===== src/rtl/lfsr_pkg.sv =====
// Shared definitions for the 8-bit Galois LFSR datapath and its sequencer.
//   LFSR_W        : LFSR register width
//   LFSR_TAP_MASK : feedback mask applied when the bit shifted out is 1
//   state_e       : sequencer states (idle, stepping, result held)
package lfsr_pkg;

  localparam int unsigned        LFSR_W        = 8;
  localparam logic [LFSR_W-1:0]  LFSR_TAP_MASK = 8'h1D;

  typedef enum logic [1:0] {
    StIdle = 2'd0,
    StRun  = 2'd1,
    StDone = 2'd2
  } state_e;

endpackage


===== src/rtl/lfsr_step.sv =====
// Combinational next-state function of the 8-bit Galois LFSR.
// Shifts left by one and folds the outgoing MSB back through the tap mask.
// Ports:
//   cur_i : current LFSR value
//   nxt_o : LFSR value after one advance
module lfsr_step
  import lfsr_pkg::*;
(
  input  logic [LFSR_W-1:0] cur_i,
  output logic [LFSR_W-1:0] nxt_o
);

  always_comb begin
    nxt_o = {cur_i[LFSR_W-2:0], 1'b0};
    if (cur_i[LFSR_W-1]) begin
      nxt_o = nxt_o ^ LFSR_TAP_MASK;
    end
  end

endmodule


===== src/rtl/lfsr_seq_ctrl.sv =====
// Request/response sequencer for one 8-bit Galois LFSR. A request loads a seed
// and a step count; the LFSR is advanced that many times and the final value
// is offered on the response channel until the requester takes it.
// Ports:
//   clk, res               : clock, asynchronous active-high reset
//   req_valid/req_ready    : request handshake
//   req_seed, req_steps    : seed and advance count, sampled on accept only
//   rsp_valid/rsp_ready    : response handshake
//   rsp_data               : LFSR register (final result while rsp_valid)
//   busy                   : controller is not idle
// Build option: define LFSR_ZERO_GUARD_EN to replace a zero seed with 8'h01 so
// the all-zero lock state can never be entered.
module lfsr_seq_ctrl
  import lfsr_pkg::*;
#(
  parameter int unsigned STEP_W = 8
) (
  input  logic              clk,
  input  logic              res,
  input  logic              req_valid,
  output logic              req_ready,
  input  logic [LFSR_W-1:0] req_seed,
  input  logic [STEP_W-1:0] req_steps,
  output logic              rsp_valid,
  input  logic              rsp_ready,
  output logic [LFSR_W-1:0] rsp_data,
  output logic              busy
);

  state_e              state_q;
  logic [LFSR_W-1:0]   lfsr_q;
  logic [STEP_W-1:0]   cnt_q;
  logic [LFSR_W-1:0]   lfsr_nxt;
  logic [LFSR_W-1:0]   seed_eff;

  lfsr_step u_lfsr_step (
    .cur_i (lfsr_q),
    .nxt_o (lfsr_nxt)
  );

`ifdef LFSR_ZERO_GUARD_EN
  always_comb begin
    seed_eff = req_seed;
    if (req_seed == '0) begin
      seed_eff = LFSR_W'(1);
    end
  end
`else
  always_comb begin
    seed_eff = req_seed;
  end
`endif

  // Handshake outputs decode the state register only; no input-to-output path.
  assign req_ready = (state_q == StIdle);
  assign rsp_valid = (state_q == StDone);
  assign busy      = (state_q != StIdle);
  assign rsp_data  = lfsr_q;

  always_ff @(posedge clk or posedge res) begin
    if (res) begin
      state_q <= StIdle;
      lfsr_q  <= '0;
      cnt_q   <= '0;
    end else begin
      unique case (state_q)
        StIdle: begin
          if (req_valid) begin
            lfsr_q  <= seed_eff;
            cnt_q   <= req_steps;
            state_q <= (req_steps == '0) ? StDone : StRun;
          end
        end
        StRun: begin
          lfsr_q <= lfsr_nxt;
          cnt_q  <= cnt_q - STEP_W'(1);
          // cnt_q is never zero here, so it cannot wrap.
          if (cnt_q == STEP_W'(1)) begin
            state_q <= StDone;
          end
        end
        StDone: begin
          if (rsp_ready) begin
            state_q <= StIdle;
          end
        end
        default: begin
          state_q <= StIdle;
        end
      endcase
    end
  end

endmodule


===== config.mk =====
export PLATFORM = sky130hd
export DESIGN_NAME = lfsr_seq_ctrl
export DESIGN_NICKNAME = d
export VERILOG_FILES = /design/src/rtl/lfsr_pkg.sv /design/src/rtl/lfsr_step.sv /design/src/rtl/lfsr_seq_ctrl.sv
export SDC_FILE = /design/constraint.sdc
export NUM_CORES = 1
export LEC_CHECK = 0
export ABC_AREA = 1
export CAP_MARGIN = 40
export CORE_ASPECT_RATIO = 1.75
export CORE_UTILIZATION = 43
export CTS_CLUSTER_DIAMETER = 150
export DETAILED_ROUTE_END_ITERATION = 10
export PLACE_DENSITY = 0.75
export SLEW_MARGIN = 15
export SYNTH_ARGS = -nofsm -noshare
export SYNTH_HDL_FRONTEND = slang
export SYNTH_SLANG_ARGS = --single-unit

===== constraint.sdc =====
create_clock -name clk -period 1.1 [get_ports clk]
set_input_delay 0.33 -clock clk [delete_from_list [all_inputs] [get_ports clk]]
set_output_delay 0.33 -clock clk [all_outputs]
set_load 0.1 [all_outputs]

-- Yosys cells after proc, flatten, opt, wreduce, memory -nomap -nowiden
Index checks and enable logic that the tools add are counted.
- register bits: 18
- output and inout port bits: 11
- word-level logic and storage cells: 27
- $add $sub $neg: 1
- equality and inequality tests: 6
- multiplexer cells: 10
- bitwise logic cells: 1
- reductions and logical operators: 6
- operator list (operator ; number):
    $pmux W8 S2 ; 2
    $mux W8 ; 2
    $eq A8 B1 Y1 const B ; 1
    $logic_not A8 Y1 ; 1
    $mux W2 ; 4
    $sub A8 B1 Y8 const B ; 1
    $pmux W2 S3 ; 1
    $mux W5 ; 1
    $ne A2 B2 Y1 const B ; 2
    $not A4 Y4 ; 1
    $reduce_bool A2 Y1 ; 2
    $reduce_and A3 Y1 ; 1
    $eq A2 B1 Y1 const B ; 1
    $eq A2 B2 Y1 const B ; 1
    $logic_not A2 Y1 ; 1
    $ne A2 B1 Y1 const B ; 1
    $reduce_and A2 Y1 ; 1

-- Logic depth before layout (Yosys ltp)
Gate-level depths: netlist (run 1).
- depth in word-level cells: 4
- depth in mapped cells: 9
- gate-level depth less buffers: 9

-- Hierarchy
From an unflattened synthesis (run 1), not the netlist that was laid out.
- cells, all modules: 174
- area total of the unflattened synthesis: 1233.7 µm²
- by module, submodules not included (module ; instances ; cells each ; area an instance (µm²) ; sequential area each (µm²)):
    lfsr_seq_ctrl ; 1 ; 156 ; 1147.4 ; 450.4
    lfsr_step ; 1 ; 18 ; 86.3 ; 0.0

-- Worst setup path after synthesis (run 1)
Ideal clock, no wire load.
- path type: register to register
- start: register state_q[0]
- end: register state_q[1]
- library setup time: 126 ps
- arrival: 3201 ps
- path slack: -2228 ps
- stages on the path, launching flop included: 6
- path buffers: 1
- period minus slack after synthesis: 3328 ps
- path through: dfrtp_1 -> buf_4 -> nor2_1 -> inv_1 -> o21ai_0 -> nor2_1
- word-level cells in the longest chain between the ends: 3
- ends and longest elaborated chain (element ; RTL line ; text):
    from (decl) ; lfsr_seq_ctrl.sv:30 ; state_e state_q;
    from (signal assigned) ; lfsr_seq_ctrl.sv:62 ; state_q <= StIdle;
    from (signal assigned) ; lfsr_seq_ctrl.sv:71 ; state_q <= (req_steps == '0) ? StDone : StRun;
    from (signal assigned) ; lfsr_seq_ctrl.sv:79 ; state_q <= StDone;
    $logic_not A2 Y1 * ; - ;
    net req_ready ; lfsr_seq_ctrl.sv:21 ; output logic req_ready,
    $ne A2 B2 Y1 (no line) ; - ;
    $reduce_and A3 Y1 (no line) ; - ;
The timed path passes the listed nets; every way through them passes the cells marked *.
A chain may end at the register's enable or synchronous reset.

-- Worst setup path after layout (run 1)
- start: register state_q[1]
- end: output req_ready
- word-level cells in the longest chain between the ends: 1
- ends and longest elaborated chain (element ; RTL line ; text):
    $logic_not A2 Y1 ; lfsr_seq_ctrl.sv:55 ; assign req_ready = (state_q == StIdle);
    to (decl) ; lfsr_seq_ctrl.sv:21 ;
Every way passes these cells.

==> reports/metrics.cfg, run 1 <==
[finish]
nets=244
drive_gt1_share_pct=41.2
final_core_util_pct=81.7
fin_cells=247
area_delta_synth_final_pct=80.7
diodes=0

[place]
dp.cells=231
gp_congestion=0.821
dpl.hpwl_um=2720
io_buffer_count=30

[worst_setup_path]
cp-start-kind=register
critPathKind=reg2out
cp_max_fo=4
arrival_ns=1.12
required_ns=0.77
cp-end-kind=output pin

[floorplan]
start_util_pct=45.2
core_area_um2=2490
die_h_um=69.7
dieWidth_um=40.7
io_pins=31
core.rowCount=24
die_area_um2=2840

[clocking]
cts_made_buffers=3
clock-sinks=18
cts_tree=yes
clockRootBuffer=clkbuf_8
htreeDepth=1
cts.clk_slew.worst_paths_ns=0.07
clk_path_buf_depth=2
cts_hold_buf=0
insertion_delay_ns=0.26

[yosys]
synth_area_leader_cell=dfrtp_1
syn-instance-count=150
ys_types=20
netlist.area_leader.share_pct=40.0
syn-cell-area_um2=1130
syn_area_per_cell_um2=7.52
ys_warn_count=0
synthesis.nets=172
ys_ff_latch=18
synth_area_leaders=dfrtp_1 (40%), nand2_1 (11%), o21ai_0 (7.1%)
ys_seq_area_share_pct=40.0

[grt]
grt_overflow=0
top_usage_layer=met2
use_met3_pct=5.13
grt_use_met2_pct=58.0
use_met1_pct=29.3
grt_max_degree=19
antenna_found_initial=0
grt_pass1_wl_um=6210
grt_usage_pct=32.1
grt_pass1_vias=1421

[timing]
setup_viol_count_final=29
fmax_mhz=688
final_hold_viol_count=0
fin_skew_ns=0.00164
finalCritPeriodShare_pct=132
tightest_slew_ns=0.310
drv_slew=0
rsz0062_at_grt=true
setup_ws_ns=-0.354
maxSlewHeadroom_pct=79.1
period_needed_ns=1.45

[min_path]
min_path_type=in2async

[run]
maxCapViolCount=0

[detailed_routing]
via_per_inst=5.48
drtIter0Drc=50
routed_wl_um=4250
num_vias=1353
firstDrtPassIters=4
drtAntennaViolNets=0
drc=0
drt-wirelength-per-cell_um=17.2

[outcome]
status=finished with violations
violations=negative setup slack

==> worst paths after layout <==
path / depth (start not counted) / endpoint / slack, ns / startpoint
worst min-delay path: 3 / rsp_data[0]$_DFFE_PP0P_ / 0.43 / res
worst min register to register: 2 / rsp_data[6]$_DFFE_PP0P_ / 0.61 / rsp_data[6]$_DFFE_PP0P_
min in group clk: 2 / rsp_data[6]$_DFFE_PP0P_ / 0.61 / rsp_data[6]$_DFFE_PP0P_
max in group asynchronous: 3 / rsp_data[7]$_DFFE_PP0P_ / 0.53 / res
worst max-delay path: 3 / req_ready / -0.35 / state_q[1]$_DFFE_PP0P_
worst max register to register: 7 / cnt_q[4]$_DFFE_PP0P_ / -0.27 / state_q[0]$_DFFE_PP0P_
==> layer usage <==
layer,vias to the layer above,share of wire [%]
met2,62,57
met1,641,33
met3,22,4.1
li1,628,-
met4,0,5.6
met5,-,0
==> through the flow <==
step | setup TNS (ns) | instance area (um2) | hold WS [ns] | worst slack [ns]
final | -5.89 | 2040 | 0.427 | -0.354
after global routing | -6.99 | 2040 | 0.458 | -0.379
after CTS | -4.92 | 2000 | 0.400 | -0.343
after detailed placement | -7.50 | 1830 | 0.579 | -0.436
after global placement | -7.06 | 1830 | 0.569 | -0.404
after floorplan | -3.82 | 1190 | 0.268 | -0.980
==> state kept, by name, summed over array words and instances (netlist names) <==
name / flops
state_q: 2
rsp_data: 8
cnt_q: 8
==> final cells by class <==
cell class,count,area (um2)
clock buffers,4,55.1
fillers,141,455
inverters,23,98.8
multi-input cells,105,604
flip-flops and latches,18,473
well taps,26,32.5
repair buffers,70,767
repair inverters,1,6.26
==> cells in the mapped netlist (all sizes together) <==
master	n
buf	4
o21ai	27
o211ai	5
inv	23
nand3	12
ha	2
o22ai	1
nand2	33
or2	1
dfrtp	18
nor2	16
xor2	3
a21oi	5
==> worst max-delay path: stages, from the launching register on <==
cell and delay (ns):
dfrtp_2 0.45, nor2_4 0.14, buf_6 0.11, buf_12 0.16
==> kinds of logic after synthesis <==
| kind of cell | count (synthesis) | share of synthesized area (%) |
|---|---|---|
| xor+xnor | 3 | 2.33 |
| simple gates | 62 | 23.6 |
| buf+inv | 27 | 10.9 |
| compound gates | 38 | 21.0 |
| fa+ha+maj | 2 | 2.22 |
| flops | 18 | 40.0 |
==> cell usage in the layout (no fill, tap or decap) <==
cell	instances
clkdlybuf4s50_1	18
xor2_1	3
nand3_1	11
buf_4	34
buf_12	15
inv_1	16
ha_1	1
inv_6	2
o211ai_1	5
ha_4	1
buf_6	2
dfrtp_1	8
a21oi_1	5
or2_4	1
dfrtp_4	4
nor2_4	1
nor2_1	11
o21ai_1	9
inv_4	2
nor2_8	1
inv_2	4
clkbuf_8	4
nand2_1	33
o21ai_4	1
nand3_2	1
o21ai_2	8
nor2_2	3
o22ai_2	1
dlygate4sd2_1	1
o21ai_0	9
dfrtp_2	6
==> repair_timing <==
action,CTS,global route
endpoints found under the setup margin,29,29
setup buffers,9,2
gates resized for setup,21,4
gates cloned,1,0
pin swaps,2,0
Power of run 1 is left out: the tool's default activity adds up to more than one toggle a clock period on the data nets, which glitch-free logic cannot reach.
==> run 2, diff against run 1 <==
--- a/config.mk
+++ b/config.mk
@@ -6,6 +6,7 @@
 export NUM_CORES = 1
 export LEC_CHECK = 0
 export ABC_AREA = 1
+export ABC_CLOCK_PERIOD_IN_PS = 1100
 export CAP_MARGIN = 40
 export CORE_ASPECT_RATIO = 1.75
 export CORE_UTILIZATION = 43
==> results of run 2 <==
No change in the layout: final DEF, timing and power equal those of run 1.
Power of run 2 is left out for the same reason.
